[config.mk]
export PLATFORM = sky130hd
export DESIGN_NAME = key_schedule_seq
export DESIGN_NICKNAME = d
export VERILOG_FILES = /design/src/rtl/key_schedule_seq.sv
export SDC_FILE = /design/constraint.sdc
export NUM_CORES = 1
export LEC_CHECK = 0
export BUFFER_PORTS_ARGS = -buffer_cell sky130_fd_sc_hd__buf_2
export CAP_MARGIN = 20
export CORE_AREA = 3 3 174 133
export CTS_CLUSTER_SIZE = 30
export DETAILED_ROUTE_END_ITERATION = 12
export DIE_AREA = 0 0 177 136
export PLACE_DENSITY = 0.54
export REMOVE_ABC_BUFFERS = 1
export SLEW_MARGIN = 20
export SYNTH_ARGS = -nofsm -noshare
export SYNTH_HDL_FRONTEND = slang
export SYNTH_SLANG_ARGS = --single-unit
[constraint.sdc]
create_clock -name clk -period 1.9 [get_ports clk]
set_clock_uncertainty 0.05 [all_clocks]
set_input_delay 0.095 -clock clk [delete_from_list [all_inputs] [get_ports clk]]
set_output_delay 0.095 -clock clk [all_outputs]
set_load 0.005 [all_outputs]
[src/rtl/key_schedule_seq.sv]
// ---------------------------------------------------------------------------
// key_schedule_seq
//
// Sequential DES key-schedule generator. A PC-1-permuted key (C||D) is
// accepted on start; the ROUNDS round subkeys are then presented one per
// accepted beat on a valid/ready handshake. Encrypt order rotates each
// half left; decrypt order starts from the key itself and rotates right,
// producing the encrypt sequence in reverse.
//
// Ports
//   clk           rising-edge clock
//   rst           asynchronous, active-high reset
//   start         request a new schedule (sampled only while ready=1)
//   decrypt       0 = encrypt order, 1 = decrypt order (sampled with start)
//   key_in        C = key_in[KEY_W-1:KEY_W/2], D = key_in[KEY_W/2-1:0]
//   ready         idle, start will be accepted
//   subkey_valid  subkey and round are valid
//   subkey_ready  consumer accepts the current subkey
//   subkey        PC-2 of the current C||D register (combinational)
//   round         current round 1..ROUNDS, 0 when idle
//   done          one-cycle pulse after the last subkey is accepted
// ---------------------------------------------------------------------------
module key_schedule_seq #(
    parameter int                KEY_W     = 56,
    parameter int                SUBKEY_W  = 48,
    parameter int                ROUNDS    = 16,
    parameter logic [ROUNDS-1:0] SHIFT_MAP = 16'h8103
) (
    input  logic                             clk,
    input  logic                             rst,
    input  logic                             start,
    input  logic                             decrypt,
    input  logic [KEY_W-1:0]                 key_in,
    output logic                             ready,
    output logic                             subkey_valid,
    input  logic                             subkey_ready,
    output logic [SUBKEY_W-1:0]              subkey,
    output logic [$clog2(ROUNDS+1)-1:0]      round,
    output logic                             done
);

    localparam int RW = $clog2(ROUNDS + 1);
    localparam int HW = KEY_W / 2;
    localparam int IW = (ROUNDS > 1) ? $clog2(ROUNDS) : 1;
    localparam logic [RW-1:0] ROUNDS_V = RW'(ROUNDS);

    // DES PC-2: 1-based source bit positions, numbered from the MSB of C||D.
    localparam int PC2_T [48] = '{
        14, 17, 11, 24,  1,  5,  3, 28, 15,  6, 21, 10,
        23, 19, 12,  4, 26,  8, 16,  7, 27, 20, 13,  2,
        41, 52, 31, 37, 47, 55, 30, 40, 51, 45, 33, 48,
        44, 49, 39, 56, 34, 53, 46, 42, 50, 36, 29, 32
    };

    typedef enum logic {
        S_IDLE,
        S_RUN
    } state_t;

    state_t              r_state, w_state_nxt;
    logic [KEY_W-1:0]    r_cd,    w_cd_nxt;
    logic [RW-1:0]       r_round, w_round_nxt;
    logic                r_dec,   w_dec_nxt;
    logic                r_done,  w_done_nxt;
    logic [1:0]          w_shift;
    logic [1:0]          w_shift1;
    logic [IW-1:0]       w_eidx;
    logic [IW-1:0]       w_didx;
    logic [RW-1:0]       w_ddiff;

    // Circular rotation of each half independently; C never mixes with D.
    function automatic logic [KEY_W-1:0] rot_cd(input logic [KEY_W-1:0] cd,
                                                input logic [1:0]       s,
                                                input logic             right);
        logic [HW-1:0] c;
        logic [HW-1:0] d;
        c = cd[KEY_W-1:HW];
        d = cd[HW-1:0];
        for (int unsigned k = 0; k < 2; k++) begin
            if (k < s) begin
                if (right) begin
                    c = {c[0], c[HW-1:1]};
                    d = {d[0], d[HW-1:1]};
                end else begin
                    c = {c[HW-2:0], c[HW-1]};
                    d = {d[HW-2:0], d[HW-1]};
                end
            end
        end
        return {c, d};
    endfunction

    // Encrypt: next round r+1 uses bit r (the current round value).
    // Decrypt: transition into round r+1 uses encrypt shift of round ROUNDS-r+1.
    assign w_ddiff  = ROUNDS_V - r_round;
    assign w_eidx   = IW'(r_round);
    assign w_didx   = IW'(w_ddiff);
    assign w_shift1 = SHIFT_MAP[0] ? 2'd1 : 2'd2;

    always_ff @(posedge clk or posedge rst) begin
        if (rst) begin
            r_state <= S_IDLE;
            r_cd    <= '0;
            r_round <= '0;
            r_dec   <= 1'b0;
            r_done  <= 1'b0;
        end else begin
            r_state <= w_state_nxt;
            r_cd    <= w_cd_nxt;
            r_round <= w_round_nxt;
            r_dec   <= w_dec_nxt;
            r_done  <= w_done_nxt;
        end
    end

    always_comb begin
        w_state_nxt  = r_state;
        w_cd_nxt     = r_cd;
        w_round_nxt  = r_round;
        w_dec_nxt    = r_dec;
        w_done_nxt   = 1'b0;
        w_shift      = 2'd2;
        ready        = 1'b0;
        subkey_valid = 1'b0;
        case (r_state)
            S_IDLE: begin
                ready = 1'b1;
                if (start) begin
                    w_state_nxt = S_RUN;
                    w_dec_nxt   = decrypt;
                    w_round_nxt = RW'(1);
                    // Decrypt round 1 is the key itself (total encrypt shift wraps to zero).
                    w_cd_nxt    = decrypt ? key_in : rot_cd(key_in, w_shift1, 1'b0);
                end
            end
            S_RUN: begin
                subkey_valid = 1'b1;
                if (subkey_ready) begin
                    if (r_round == ROUNDS_V) begin
                        w_state_nxt = S_IDLE;
                        w_round_nxt = '0;
                        w_done_nxt  = 1'b1;
                    end else begin
                        if (r_dec) begin
                            w_shift = SHIFT_MAP[w_didx] ? 2'd1 : 2'd2;
                        end else begin
                            w_shift = SHIFT_MAP[w_eidx] ? 2'd1 : 2'd2;
                        end
                        w_round_nxt = r_round + RW'(1);
                        w_cd_nxt    = rot_cd(r_cd, w_shift, r_dec);
                    end
                end
            end
            default: begin
                w_state_nxt = S_IDLE;
            end
        endcase
    end

    // PC-2 straight from the registered C||D: no extra pipeline stage.
    for (genvar i = 0; i < SUBKEY_W; i++) begin : g_pc2
        assign subkey[SUBKEY_W-1-i] = r_cd[KEY_W-PC2_T[i]];
    end

    assign round = r_round;
    assign done  = r_done;

endmodule

==> results of run 1 <==
-- timing repair --
| action | CTS | global route |
|---|---|---|
| hold buffers | 3 | 0 |
| endpoints found under the setup margin | 56 | 56 |
| cloned | 2 | 0 |
| pin swaps | 6 | 5 |
| resized for setup | 15 | 21 |
| buffers inserted | 0 | 1 |
| hold endpoints to repair | 66 | 0 |
-- kinds of logic (layout without fill, tap and decap cells) --
group                      after synthesis  in the layout  synth area share (%)
muxes                                   57             57                  10.6
AOI/OAI and AO/OA                      234            234                  33.6
buffers and inverters                  112            174                  12.5
DFF                                     64             64                  29.9
adders and majority gates                2              2                 0.467
xor gates and xnor gates                 3              3                 0.490
and+or+nand+nor                        133            133                  12.5
-- synth_stat cells --
| cell | count |
|---|---|
| o31ai_1 | 56 |
| buf_2 | 11 |
| buf_4 | 51 |
| buf_6 | 6 |
| nand3_1 | 5 |
| dfrtp_1 | 64 |
| a221oi_2 | 40 |
| xor2_1 | 1 |
| o21ai_0 | 3 |
| a221oi_1 | 16 |
| nand2_1 | 62 |
| xnor2_1 | 2 |
| a31oi_1 | 1 |
| o221a_2 | 1 |
| nor4b_1 | 1 |
| a2bb2oi_1 | 1 |
| a221o_1 | 1 |
| inv_1 | 5 |
| nor3_1 | 2 |
| nor4_1 | 1 |
| mux2i_1 | 57 |
| o21a_1 | 1 |
| ha_1 | 2 |
| a32o_1 | 1 |
| clkbuf_1 | 39 |
| o31a_1 | 1 |
| nand4bb_1 | 1 |
| nor2_1 | 3 |
| nor2b_1 | 58 |
| a21oi_1 | 112 |
-- flip-flops by register name, summed over array words and instances (netlist names) --
signal and flops:
round 5, r_cd 56, r_state 1, r_dec 1, done 1
-- worst paths after layout --
kind	to	slack (ps)
worst max-delay path	r_cd[50]$_DFFE_PP0P_	-60
worst min-delay path	r_cd[55]$_DFFE_PP0P_	140
worst max register to register	r_cd[50]$_DFFE_PP0P_	-60
worst min register to register	round[4]$_DFFE_PP0P_	540
max in group asynchronous	r_dec$_DFFE_PP0P_	1130
min in group asynchronous	r_cd[42]$_DFFE_PP0P_	340
-- stage by stage --
stage	util [%]	cell area [µm²]	setup TNS, ps	std cells
2_1_floorplan	-	4710	-375300	498
3_3_place_gp	28.5	6090	-1060	934
3_5_place_dp	28.5	6090	-4570	934
4_1_cts	31.1	6640	-1620	955
5_1_grt	31.7	6760	-3960	955
6_report	31.7	6760	-1010	955
-- power by group through the flow --
stage	Clock [mW]	Sequential, mW	Combinational (mW)
global placement	0	2.98	6.12
detailed placement	0	2.97	6.17
finish	2.22	3.00	6.85
CTS	2.26	2.97	6.56
global route	2.31	3.15	7.59
floorplan	0	2.95	3.45
-- area by class of cell --
cell class	count	area, µm²
Tap cell	288	360
Fill cell	2246	14600
Multi-Input combinational cell	429	3280
Clock inverter	7	168
Timing Repair Buffer	153	1100
Sequential cell	64	1610
Inverter	5	18.8
Clock buffer	9	225
-- layout by cell type (no fill, tap or decap), drive strengths merged --
master	n
nor2b	58
inv	5
nand2	62
nand4bb	1
o31ai	56
dfrtp	64
nand3	5
buf	150
a221o	1
clkinv	2
o21a	1
a31oi	1
xor2	1
ha	2
nor2	3
a32o	1
a221oi	56
nor4	1
o31a	1
nor4b	1
o221a	1
o21ai	3
a21oi	112
a2bb2oi	1
xnor2	2
bufinv	5
nor3	2
clkbuf	9
mux2i	57
dlygate4sd3	3
-- critical path, stage by stage (launching register included) --
cell      delay (ps)
dfrtp_2          440
o31a_1           310
o221a_2          330
o21a_4           270
buf_8            180
a221oi_1         270
-- metal layers --
layer  wire length [µm]  part of all wire, %
met1               9090                   53
met2               7080                   41
met3               1010                  5.8
met4                 61                 0.35
met5                  0                    0
==> qor.csv, run 1 <==
metric,value,unit
CTS buffer count,9,
Worst Tran Pin Value,399,ps
register area share after synthesis,29.9,%
Starting Density,25.1,%
"critical path fanouts, max",17,
GR Util All Layers,14.3,%
nets@finish,725,
Synth top area share,29.9,%
largest net degree at the start of global routing,65,
die area,0.0241,mm²
failing checks,negative setup slack,
global-route wire length before repair,27.9,mm
Synth-to-Final Area Change,26.1,%
H-tree levels,3,
Synth Instances,605,
pre-CTS setup slack,-127,ps
switching power,5.27,mW
GRT met3 Usage,3.96,%
Routed WL,17.2,mm
RSZ-0062 raised after global routing,true,
clk slew on worst S/H paths,60,ps
crit path kind,register to register,
R2R cell count,5,
startpoint of the worst setup timing path,round[0]$_DFFE_PP0P_,
Clock Power Share,18.4,%
DR iter-0 viols,347,
PwrDens,1780,mW/mm²
Skew-Pair Late Insertion Delay,330,ps
Via density,4.97,
P_int,6.80,mW
die width,177,µm
IO Count,117,
clk buf depth,2,
fin. max-slew vios,0,
fmax,0.509,GHz
GP Congestion,0.742,
layout cells sized above 1,35.7,%
Overall Power,12.1,mW
LEAKAGE,2.70,nW
WHS Path Cells,5,
met1 track demand over resource,22.0,%
cell area after synthesis,0.00536,mm²
Pre-Repair DR Iteration Count,4,
Min-Delay Path Class,input pin to register,
grt ovf,0,
post-DP HPWL,12.0,mm
"Period Utilization, post-route",103,%
post-synth cell types,30,
antenna violations before repair,0,
Worst VDD drop,0.000694,V
Diodes inserted,0,
Min Hold Slack,143,ps
CTS tree,yes,
PnR worst setup slack,-63.4,ps
crit path DAT,2150,ps
Setup crit end kind,register,
Avg Synthesized Cell Area,8.86,µm²
Slew headroom,73.2,%
status,"finished, violations left",
gr busiest metal,met1,
endpoints failing hold,0,
Sink Count,64,
crit path time final,1960,ps
wire per inst,18.1,µm
Vias,4751,
worst reg2reg startpoint,round[0]$_DFFE_PP0P_,
max cap viols,0,
"top cells by area, synth","dfrtp_1 (30%), a221oi_2 (11%), mux2i_1 (11%), a21oi_1 (10%), o31ai_1 (7.8%)",
Sequential Power Share,24.9,%
Setup-failing EPs final,53,
kind of start point of the critical path,register,
core box area,0.0214,mm²
Comb power frac,56.8,%
final antenna-violating net count,0,
port buffer count,116,
Crit path required time,2080,ps
Ys Warns,0,
"FF+latch count, synth",64,
floorplan row count,46,
startpoint of the worst hold path,key_in[54],
Residual DRC,0,
Die Height,136,µm
sw frac,43.7,%
root buffer cell,clkbuf_16,
GR Util met2,19.9,%
vias in the first global route,4812,
Yosys top cell by area,dfrtp_1,
No activity file was read; power rests on OpenSTA's default activity.
==> run 2, diff against run 1 <==
--- a/config.mk
+++ b/config.mk
@@ -12,6 +12,7 @@
 export DETAILED_ROUTE_END_ITERATION = 12
 export DIE_AREA = 0 0 177 136
 export PLACE_DENSITY = 0.54
+export RECOVER_POWER = 100
 export REMOVE_ABC_BUFFERS = 1
 export SLEW_MARGIN = 20
 export SYNTH_ARGS = -nofsm -noshare
==> run 2 against run 1 <==
The flow still finishes with violations (negative setup slack). Count of clock-buffer cells in the layout unchanged. Non-clock buffer count unchanged. Clock power about the same. Via count unchanged. Cell count unchanged. Flip-flop and latch count unchanged. Total power down 0.69%. Global-route usage unchanged. Sequential power about the same. Worst hold slack better by 2.8 ps. Sequential share of layout area up 0.22 points. Setup slack better by 6.1 ps. Critical path type unchanged. Largest cell class unchanged.
==> qor.csv, run 2 (synthesis gave the netlist of run 1 again) <==
metric,value,unit,change
R2R Setup Slk,-60,ps,about the same
Min-Delay Path Class,input pin to register,,
layout cells sized above 1,29.5,%,-6.1 points
crit path DAT,2140,ps,about the same
startpoint of the worst hold path,key_in[15],,
PwrDens,1790,mW/mm²,+0.24%
fmax,0.511,GHz,+0.31%
crit path kind,register to register,,
wire per inst,18.1,µm,+0.25%
Layout Cells excl Fill,955,,unchanged
Slew headroom,35.5,%,-38 points
max cap viols,0,,unchanged
RSZ-0062 raised after global routing,true,,
status,"finished, violations left",,
placed insts,934,,unchanged
Starting Density,25.1,%,unchanged
DR iter-0 viols,417,,+20%
die area,0.0241,mm²,unchanged
Skew-Pair Late Insertion Delay,330,ps,about the same
sw frac,44.1,%,+0.45 points
Sequential Power Share,25.1,%,+0.2 points
kind of start point of the critical path,register,,
GR Util All Layers,14.3,%,unchanged
clk slew on worst S/H paths,60,ps,about the same
startpoint of the worst setup timing path,round[0]$_DFFE_PP0P_,,
H-tree levels,3,,unchanged
switching power,5.29,mW,+0.33%
PnR worst setup slack,-57.3,ps,+6.11 ps
CP max-delay cell,dfrtp_2,,
"Period Utilization, post-route",103,%,-0.32 points
Residual DRC,0,,unchanged
WHS Path Cells,5,,unchanged
crit-path max cell delay,440,ps,about the same
max reg flops,56,,unchanged
die width,177,µm,unchanged
vias in the first global route,4812,,unchanged
final core occ,31.4,%,-0.29 points
Crit path required time,2080,ps,about the same
"Design Area, Final",0.00670,mm²,-0.93%
global-route wire length before repair,27.9,mm,unchanged
endpoints failing hold,0,,unchanged
"most common cell after layout, fill and taps aside",a21oi_1,,
root buffer cell,clkbuf_16,,
DP Area,0.00609,mm²,unchanged
Routed WL,17.3,mm,+0.25%
port buffer count,116,,unchanged
Worst Tran Pin Value,967,ps,+568 ps
Via density,4.97,,unchanged
fin. max-slew vios,0,,unchanged
crit path time final,1960,ps,-6.11 ps
CTS buffer count,9,,unchanged
fillers,2270,,+1.1%
Vias,4751,,unchanged
LEAKAGE,2.60,nW,-3.8%
IO Count,117,,unchanged
post-DP HPWL,12.0,mm,unchanged
Diodes inserted,0,,unchanged
Synth-to-Final Area Change,25.0,%,
antenna violations before repair,0,,unchanged
Worst VDD drop,0.000694,V,about the same
"critical path fanouts, max",17,,unchanged
clk buf depth,2,,unchanged
failing checks,negative setup slack,,
largest net degree at the start of global routing,65,,unchanged
worst reg2reg startpoint,round[0]$_DFFE_PP0P_,,
Setup-failing EPs final,50,,-5.7%
"commonest cells after routing, fill and taps aside","a21oi_1 (112), buf_2 (75), nand2_1 (62), dfrtp_1 (59), mux2i_1 (57)",,
R2R cell count,5,,unchanged
WHS Endpoint,r_cd[16]$_DFFE_PP0P_,,
Setup crit end kind,register,,
Comb power frac,56.4,%,-0.4 points
reg2reg end,r_cd[50]$_DFFE_PP0P_,,
grt ovf,0,,unchanged
final antenna-violating net count,0,,unchanged
nets@finish,725,,unchanged
Pre-Repair DR Iteration Count,4,,unchanged
Biggest register,r_cd,,
pre-CTS setup slack,-127,ps,unchanged
P_int,6.70,mW,-1.5%
CP Cell Sequence,"o31a_1, o221a_2, o21a_4, buf_8, a221oi_1",,
core box area,0.0214,mm²,unchanged
Sink Count,64,,unchanged
CTS tree,yes,,
Die Height,136,µm,unchanged
GP Congestion,0.742,,unchanged
floorplan row count,46,,unchanged
Clock Power Share,18.5,%,about the same
Min Hold Slack,146,ps,+2.76 ps
==> run 2: changes by cell type in the layout (fill, tap and decap cells not counted) <==
cell	before	now
inv_2	3	2
buf_2	115	75
clkbuf_4	0	1
clkbuf_1	0	40
buf_12	15	14
clkinv_1	0	1
==> run 2: metrics by stage <==
stage	power, mW	TNS [ps]
floorplan	6.40	-375300
detailed placement	9.15	-4570
finish	12.0	-851
global placement	9.10	-1060
global route	12.9	-3960
CTS	11.8	-1620
==> run 2: power groups by stage <==
stage | clock network [mW] | logic (mW) | registers [mW]
6_report | 2.22 | 6.76 | 3.01
3_5_place_dp | 0 | 6.17 | 2.97
3_3_place_gp | 0 | 6.12 | 2.98
5_1_grt | 2.31 | 7.49 | 3.15
4_1_cts | 2.26 | 6.56 | 2.97
2_1_floorplan | 0 | 3.45 | 2.95
==> run 2: critical path, delay by kind of cell (launching register included) <==
family,cells,cell delay (ps)
compound gates,4,1180
flops,1,440
buf+inv,1,180
==> run 2: layout make-up <==
type | count | area (µm²) | area share (%)
sequential | 64 | 1610 | 24.0
inverter | 5 | 18.8 | 0.280
clock inverter | 7 | 168 | 2.50
multi-input combinational | 429 | 3280 | 48.9
clock buffer | 9 | 225 | 3.36
tap | 288 | 360 | 5.38
timing repair buffer | 153 | 1040 | 15.5
==> run 2: worst max-delay path by stage <==
| stage | to | slack [ps] | cells after the start |
|---|---|---|---|
| after detailed placement | r_cd[4]$_DFFE_PP0P_ | -130 | 8 |
| after global routing | r_cd[5]$_DFFE_PP0P_ | -100 | 7 |
| after global placement | r_cd[0]$_DFFE_PP0P_ | -50 | 7 |
| after floorplan | r_cd[0]$_DFFE_PP0P_ | -6780 | 4 |
| after CTS | r_cd[50]$_DFFE_PP0P_ | -60 | 7 |
| final | r_cd[50]$_DFFE_PP0P_ | -60 | 5 |
==> run 2: per-layer routing <==
metal	global-route usage [%]	up-vias	part of all wire (%)
met1	22.0	2264	52
met5	0	-	0
met4	2.49	0	0.38
met3	3.96	6	6.4
li1	-	2350	-
met2	19.9	131	41
==> run 2: repair_timing <==
item | in CTS | in global routing
hold endpoints to repair | 66 | 0
setup endpoints to repair | 56 | 56
hold buffers | 3 | 0
resized for setup | 15 | 21
cloned | 2 | 0
pin swaps | 6 | 5
buffers inserted | 0 | 1
